<file path="config.mk">
export PLATFORM = sky130hd
export DESIGN_NAME = multicycle_ctrl
export DESIGN_NICKNAME = d
export VERILOG_FILES = /design/src/rtl/ctrl_pkg.sv /design/src/rtl/imm_gen.sv /design/src/rtl/multicycle_ctrl.sv
export SDC_FILE = /design/constraint.sdc
export NUM_CORES = 1
export LEC_CHECK = 0
export CAP_MARGIN = 0
export CORE_ASPECT_RATIO = 1.75
export CORE_MARGIN = 2
export CORE_UTILIZATION = 35
export CTS_CLUSTER_DIAMETER = 30
export DETAILED_ROUTE_END_ITERATION = 10
export GPL_TIMING_DRIVEN = 0
export PLACE_DENSITY_LB_ADDON = 0.25
export SETUP_SLACK_MARGIN = 0.05
export SLEW_MARGIN = 20
export SYNTH_ARGS = -nofsm -noshare
export SYNTH_HDL_FRONTEND = slang
export SYNTH_SLANG_ARGS = --single-unit
</file>
<file path="constraint.sdc">
create_clock -name clk -period 4.4 [get_ports clk]
set_input_delay 0.88 -clock clk [delete_from_list [all_inputs] [get_ports clk]]
set_output_delay 0.88 -clock clk [all_outputs]
set_load 0.1 [all_outputs]
</file>
<file path="src/rtl/ctrl_pkg.sv">
`default_nettype none
// ============================================================================
// Module      : ctrl_pkg
// Description : Shared types and constants for the multi-cycle RV32-subset
//               controller: FSM state encoding, opcode constants, ALU
//               operation encodings, decoded-instruction class and the
//               immediate-format selector, plus the instruction decoder.
// Revision    : 1.0 - initial release
// ============================================================================
package ctrl_pkg;

  typedef enum logic [2:0] {
    FETCH  = 3'd0,
    DECODE = 3'd1,
    EXEC   = 3'd2,
    MEM    = 3'd3,
    WB     = 3'd4,
    TRAP   = 3'd5
  } state_e;

  localparam logic [6:0] OPC_OP     = 7'b0110011;
  localparam logic [6:0] OPC_OP_IMM = 7'b0010011;
  localparam logic [6:0] OPC_LOAD   = 7'b0000011;
  localparam logic [6:0] OPC_STORE  = 7'b0100011;
  localparam logic [6:0] OPC_BRANCH = 7'b1100011;

  localparam logic [1:0] ALU_ADD = 2'b00;
  localparam logic [1:0] ALU_SUB = 2'b01;
  localparam logic [1:0] ALU_AND = 2'b10;
  localparam logic [1:0] ALU_OR  = 2'b11;

  typedef enum logic [3:0] {
    INS_ILL  = 4'd0,
    INS_ADDI = 4'd1,
    INS_ADD  = 4'd2,
    INS_SUB  = 4'd3,
    INS_AND  = 4'd4,
    INS_OR   = 4'd5,
    INS_LW   = 4'd6,
    INS_SW   = 4'd7,
    INS_BEQ  = 4'd8,
    INS_BNE  = 4'd9
  } ins_e;

  typedef enum logic [1:0] {
    IMM_I = 2'd0,
    IMM_S = 2'd1,
    IMM_B = 2'd2
  } imm_e;

  // Maps opcode/funct3/funct7 to an instruction class; anything outside the
  // supported subset comes back as INS_ILL.
  function automatic ins_e decode_ins(input logic [6:0] opc,
                                      input logic [2:0] f3,
                                      input logic [6:0] f7);
    ins_e ins;
    ins = INS_ILL;
    case (opc)
      OPC_OP: begin
        if (f3 == 3'b000 && f7 == 7'b0000000)      ins = INS_ADD;
        else if (f3 == 3'b000 && f7 == 7'b0100000) ins = INS_SUB;
        else if (f3 == 3'b111 && f7 == 7'b0000000) ins = INS_AND;
        else if (f3 == 3'b110 && f7 == 7'b0000000) ins = INS_OR;
      end
      OPC_OP_IMM: if (f3 == 3'b000) ins = INS_ADDI;
      OPC_LOAD:   if (f3 == 3'b010) ins = INS_LW;
      OPC_STORE:  if (f3 == 3'b010) ins = INS_SW;
      OPC_BRANCH: begin
        if (f3 == 3'b000)      ins = INS_BEQ;
        else if (f3 == 3'b001) ins = INS_BNE;
      end
      default: ins = INS_ILL;
    endcase
    return ins;
  endfunction

endpackage
`default_nettype wire

</file>
<file path="src/rtl/imm_gen.sv">
`default_nettype none
// ============================================================================
// Module      : imm_gen
// Description : Combinational immediate extraction (I/S/B formats) with sign
//               extension to D_WIDTH.
// Ports       : ir_hi - instruction bits [31:20]
//               ir_lo - instruction bits [11:7]
//               sel   - immediate format select
//               imm   - sign-extended immediate
// Revision    : 1.0 - initial release
// ============================================================================
module imm_gen
  import ctrl_pkg::*;
#(
  parameter int D_WIDTH = 32
) (
  input  logic [11:0]        ir_hi,
  input  logic [4:0]         ir_lo,
  input  imm_e               sel,
  output logic [D_WIDTH-1:0] imm
);

  // All three formats fit in 13 bits (B-format carries an implicit zero LSB).
  logic [12:0] w_raw;

  always_comb begin
    w_raw = '0;
    case (sel)
      IMM_I:   w_raw = {ir_hi[11], ir_hi};
      IMM_S:   w_raw = {ir_hi[11], ir_hi[11:5], ir_lo};
      IMM_B:   w_raw = {ir_hi[11], ir_lo[0], ir_hi[10:5], ir_lo[4:1], 1'b0};
      default: w_raw = '0;
    endcase
    imm = {{(D_WIDTH-13){w_raw[12]}}, w_raw};
  end

endmodule
`default_nettype wire

</file>
<file path="src/rtl/multicycle_ctrl.sv">
`default_nettype none
// ============================================================================
// Module      : multicycle_ctrl
// Description : Multi-cycle FSM controller sequencing a shared register-file /
//               ALU datapath for ADDI, ADD, SUB, AND, OR, LW, SW, BEQ, BNE.
//               One instruction is accepted at a time over valid/ready;
//               retired instructions are counted and illegal encodings or a
//               memory timeout raise a sticky trap.
// Ports       : clk, rst              - clock, async active-high reset
//               instr_valid/instr/instr_ready - fetch handshake
//               eq, mem_ack           - datapath equality flag, memory done
//               mem_req, mem_we       - data memory request / store select
//               rs1, rs2, rd          - register addresses
//               reg_write, wb_sel     - write enable, write-back source
//               alu_src, alu_ctrl     - ALU operand-2 source and operation
//               imm_op                - sign-extended immediate
//               pc_en, pc_src         - PC update pulse and source
//               illegal, instret      - sticky trap flag, retire counter
// Revision    : 1.0 - initial release
// ============================================================================
module multicycle_ctrl
  import ctrl_pkg::*;
#(
  parameter int A_WIDTH     = 5,
  parameter int D_WIDTH     = 32,
  parameter int MEM_TIMEOUT = 255
) (
  input  logic               clk,
  input  logic               rst,
  input  logic               instr_valid,
  input  logic [D_WIDTH-1:0] instr,
  output logic               instr_ready,
  input  logic               eq,
  input  logic               mem_ack,
  output logic               mem_req,
  output logic               mem_we,
  output logic [A_WIDTH-1:0] rs1,
  output logic [A_WIDTH-1:0] rs2,
  output logic [A_WIDTH-1:0] rd,
  output logic               reg_write,
  output logic               wb_sel,
  output logic               alu_src,
  output logic [1:0]         alu_ctrl,
  output logic [D_WIDTH-1:0] imm_op,
  output logic               pc_en,
  output logic               pc_src,
  output logic               illegal,
  output logic [31:0]        instret
);

  // Counter must be able to hold MEM_TIMEOUT itself.
  localparam int CW = $clog2(MEM_TIMEOUT + 1);

  state_e             r_state;
  logic [D_WIDTH-1:0] r_ir;
  logic [CW-1:0]      r_cnt;
  logic [31:0]        r_instret;
  logic               r_illegal;

  ins_e               w_ins;
  imm_e               w_imm_sel;
  logic [D_WIDTH-1:0] w_imm;
  logic               w_active;

  assign w_ins = decode_ins(r_ir[6:0], r_ir[14:12], r_ir[31:25]);

  always_comb begin
    case (w_ins)
      INS_SW:           w_imm_sel = IMM_S;
      INS_BEQ, INS_BNE: w_imm_sel = IMM_B;
      default:          w_imm_sel = IMM_I;
    endcase
  end

  imm_gen #(
    .D_WIDTH(D_WIDTH)
  ) u_imm_gen (
    .ir_hi(r_ir[31:20]),
    .ir_lo(r_ir[11:7]),
    .sel  (w_imm_sel),
    .imm  (w_imm)
  );

  assign w_active = (r_state == DECODE) || (r_state == EXEC) ||
                    (r_state == MEM)    || (r_state == WB);

  // Outputs are decoded from state/IR only; the async reset forces FETCH with
  // IR = 0, so everything except instr_ready is already zero during reset.
  always_comb begin
    instr_ready = (r_state == FETCH) && !rst;
    mem_req     = 1'b0;
    mem_we      = 1'b0;
    rs1         = '0;
    rs2         = '0;
    rd          = '0;
    reg_write   = 1'b0;
    wb_sel      = 1'b0;
    alu_src     = 1'b0;
    alu_ctrl    = ALU_ADD;
    imm_op      = '0;
    pc_en       = 1'b0;
    pc_src      = 1'b0;

    if (w_active) begin
      rs1    = A_WIDTH'(r_ir[19:15]);
      rs2    = A_WIDTH'(r_ir[24:20]);
      rd     = A_WIDTH'(r_ir[11:7]);
      imm_op = w_imm;
    end

    case (r_state)
      EXEC: begin
        case (w_ins)
          INS_ADDI, INS_LW, INS_SW: begin
            alu_src  = 1'b1;
            alu_ctrl = ALU_ADD;
          end
          INS_SUB: alu_ctrl = ALU_SUB;
          INS_AND: alu_ctrl = ALU_AND;
          INS_OR:  alu_ctrl = ALU_OR;
          INS_BEQ: begin
            alu_ctrl = ALU_SUB;
            pc_en    = 1'b1;
            pc_src   = eq;
          end
          INS_BNE: begin
            alu_ctrl = ALU_SUB;
            pc_en    = 1'b1;
            pc_src   = !eq;
          end
          default: alu_ctrl = ALU_ADD;
        endcase
      end
      MEM: begin
        mem_req = 1'b1;
        mem_we  = (w_ins == INS_SW);
        // A store retires in the ack cycle; a load retires later in WB.
        pc_en   = mem_ack && (w_ins == INS_SW);
      end
      WB: begin
        reg_write = (rd != '0);
        wb_sel    = (w_ins == INS_LW);
        pc_en     = 1'b1;
      end
      default: ;
    endcase
  end

  always_ff @(posedge clk or posedge rst) begin
    if (rst) begin
      r_state   <= FETCH;
      r_ir      <= '0;
      r_cnt     <= '0;
      r_instret <= '0;
      r_illegal <= 1'b0;
    end else begin
      if (pc_en) r_instret <= r_instret + 32'd1;

      case (r_state)
        FETCH: begin
          if (instr_valid) begin
            r_ir    <= instr;
            r_state <= DECODE;
          end
        end
        DECODE: begin
          if (w_ins == INS_ILL) begin
            r_state   <= TRAP;
            r_illegal <= 1'b1;
          end else begin
            r_state <= EXEC;
          end
        end
        EXEC: begin
          r_cnt <= '0;
          case (w_ins)
            INS_BEQ, INS_BNE: r_state <= FETCH;
            INS_LW, INS_SW:   r_state <= MEM;
            default:          r_state <= WB;
          endcase
        end
        MEM: begin
          if (mem_ack) begin
            r_cnt   <= '0;
            r_state <= (w_ins == INS_SW) ? FETCH : WB;
          end else if (int'(r_cnt) + 1 >= MEM_TIMEOUT) begin
            r_cnt     <= r_cnt + CW'(1);
            r_state   <= TRAP;
            r_illegal <= 1'b1;
          end else begin
            r_cnt <= r_cnt + CW'(1);
          end
        end
        WB:      r_state <= FETCH;
        TRAP:    r_state <= TRAP;
        default: r_state <= FETCH;
      endcase
    end
  end

  assign illegal = r_illegal;
  assign instret = r_instret;

endmodule
`default_nettype wire
</file>
==> metrics.md <==
| Metric | Value |
|---|---|
| Global-route usage over all layers | `approximately 17%` |
| Number of clock sinks | `76` |
| Most area-consuming cells after synthesis | `dfrtp_1, mux2_2, xnor2_1` |
| Slowest-stage cell, CP | `clkdlybuf4s50_1` |
| Synth Net Count | `roughly 440` |
| Die span in x | `85.8 um` |
| Area of the mapped netlist | `around 0.004 mm2` |
| Final Skew | `a little over 0.005 ns` |
| Antenna fix cells | `0` |
| Number of buffers on the longest clock path | `2` |
| Final count of pins violating max slew | `0` |
| Initial core utilization | `a little over a third` |
| Total negative slack for setup checks | `0 ns` |
| Count of input and output buffers | `126` |
| I/O pin total | `127` |
| Count of flip-flops with a built-in enable after synthesis | `0` |
| Global route total overflow | `0` |
| Arrival time of data at the critical path endpoint | `3.24 ns` |
| Largest net degree at the start of global routing | `50` |
| CTS buffer count | `9` |
| Final min period | `4.12 ns` |
| Number of nets at the end of the flow | `~580` |
| WL/cell | `15.5 um` |
| Clock insertion delay at the later pin of the skew report | `~0.33 ns` |
| Cells after Synth | `397` |
| Worst-case headroom to the max-slew limit | `32.0%` |
| Number of design rule violations left after detail routing | `10` |
| Top cell types by occurrence after synthesis | `dfrtp_1, nand2_1, mux2_2` |
| Type of destination of the critical path | `output port` |
| Syn-to-layout area delta | `40.2%` |
| Die Ht | `147 um` |
| Peak supply drop | `0.436 mV` |
| Cells traversed along the worst timing path | `clkbuf_1 > nor2_1 > xnor2_1 > clkbuf_1 > a21boi_0 > clkdlybuf4s50_1` |
| Antenna violations before repair | `0` |
| H-tree levels | `3` |
| Drt first pass iters | `8` |
| Slew at the pin closest to its max-slew limit | `between 1 and 1.5 ns` |
| Status | `complete, but fails checks` |
| Via count of the routed design | `3,401` |
| Total of max-cap violations | `0` |
| Final estimated routing congestion in global placement | `0.840` |
| Post-route worst hold slack | `0.461 ns` |
| Core Region | `0.0115 mm2` |
| Violated checks | `DRC` |
| Ratio of routed vias to standard cells | `5.04` |
| Crit-path max cell delay | `1.18 ns` |
| Final setup violation count | `0` |
| Leading area contributor after synthesis | `dfrtp_1` |
| Type of the worst setup path | `reg2out` |
| Type of the worst min-delay path | `reg2reg` |
| Via count of the first global-routing pass | `roughly 3,500` |
| Area after detailed placement | `0.00557 mm2` |
| Cell family with the largest share of critical-path delay | `buffers and inverters` |
| Global-route wire length before repair | `17.0 mm` |
| Yosys reg bits | `76` |
| Pwr dens | `590 mW/mm2` |
| Sequential area share after synthesis | `roughly 46%` |
| Remaining number of nets flagged by the antenna check after routing | `0` |
| Number of warnings issued by yosys | `0` |
| Root buffer cell | `clkbuf_16` |
| Share of post-route cells with drive strength above 1 | `a little over a fifth` |
| RSZ-0062 raised after global routing | `false` |
| Buffers and inverters on the worst path | `3` |
| Prevailing post-synth register cell | `dfrtp_1` |
| Unique masters post-synth | `57` |
| Library cell with the highest instance count after synthesis | `dfrtp_1` |
| Proportion of netlist area held by the largest area contributor | `between 40% and 50%` |
| Crit path max fanout | `10` |
| Clock transition time at the flip-flop clock pins of the worst setup and hold paths | `0.05 ns` |
| Post-CTS Repair Setup Buffers | `0` |
| Wirelength, routed | `10.4 mm` |
| Area of the die | `0.0126 mm2` |
| CTS tree | `done` |
| Fmax | `0.243 GHz` |
| Data required time at the worst endpoint | `about 3.5 ns` |
| Proportion of register bits with asynchronous set or reset after synthesis | `100%` |
| Leakage | `between 2 and 3 nW` |
| Average footprint of a synthesized cell | `10.3 um2` |
| Post-route fraction of the period consumed by the critical path | `93.7%` |
| Drt initial violations | `174` |
| Dominant cell type by count on the critical path | `clkbuf_1` |
| Number of placement rows | `52` |
| Final HPWL from detailed placement | `7.85 mm` |
| Non-Filler Cell Area, Final | `around 0.0057 mm2` |
| Sort of element at the start of the critical path | `flop` |
| Final hold violations | `0` |
==> cell families (layout without fill, tap and decap cells) <==
| family | Yosys count | in the layout | synth area share, % |
|---|---|---|---|
| AO/OA/AOI/OAI | 44 | 44 | 7.61 |
| flip-flops | 76 | 76 | 46.4 |
| XOR/XNOR | 36 | 36 | 7.70 |
| multiplexers | 36 | 36 | 9.90 |
| AND/OR/NAND/NOR | 158 | 158 | 21.4 |
| adder cells (fa/ha/maj) | 3 | 3 | 0.916 |
| buffers and inverters | 44 | 187 | 6.02 |
==> worst paths after layout <==
path	start	end	slack, ns	cells after the start
max in group asynchronous	rst	r_ir[20]	2.88	3
min	instret[31]	instret[31]	0.46	1
max	r_state[0]	imm_op[11]	0.28	6
min reg2reg	instret[31]	instret[31]	0.46	1
max reg2reg	r_state[2]	r_ir[10]	1.84	4
min in group asynchronous	rst	r_state[2]	0.94	2
==> where the power goes <==
| group | switching, mW | internal, mW |
|---|---|---|
| clock | 0.269 | 0.439 |
| sequential | 0.141 | 0.868 |
| combinational | 1.23 | 0.440 |
==> layout make-up <==
| type | count | area [um2] |
|---|---|---|
| Tap cell | 135 | 169 |
| Inverter | 14 | 55.1 |
| Multi-Input combinational cell | 277 | 1960 |
| Fill cell | 1088 | 5770 |
| Timing Repair Buffer | 127 | 1180 |
| Buffer | 30 | 194 |
| Clock inverter | 2 | 35.0 |
| Sequential cell | 76 | 1900 |
| Clock buffer | 14 | 244 |
==> layout by cell type (no fill, tap or decap), types with 19 or more instances in the layout <==
cell type        synthesis  routed
clkbuf_2                 0      21
dfrtp_1                 76      76
buf_4                   19      19
nor2_1                  20      20
nand2_1                 38      38
clkdlybuf4s50_1          0      87
mux2_2                  36      36
and2_1                  22      22
==> stage by stage <==
stage          power, mW  setup WS (ns)  utilization (%)  cells
6_report            3.39          0.278             49.9    675
3_5_place_dp        2.76         0.0445             48.3    659
5_1_grt             3.54         0.0564             49.9    675
2_1_floorplan       2.36          0.103                -    397
3_3_place_gp        2.73         0.0230             48.1    658
4_1_cts             3.43         0.0500             50.4    675
==> routing by layer <==
layer	routed length [um]	vias to the layer above	global-route usage, %
met4	339	0	9.52
met2	5380	128	28.4
met1	3920	1620	19.6
met3	794	23	4.27
met5	0	-	0
li1	-	1630	-
==> repair_timing <==
item                                    4_1_cts  5_1_grt
resized for setup                            33       48
hold buffers                                  0        0
cloned                                        0        0
endpoints found under the setup margin       33       27
pin swaps                                     0        0
==> state kept, by name, indices dropped and copies added, names as in the netlist <==
signal,cells
r_state,3
r_cnt,8
illegal,1
instret,32
r_ir,32
Note: power is estimated with default switching activity, not from simulation.
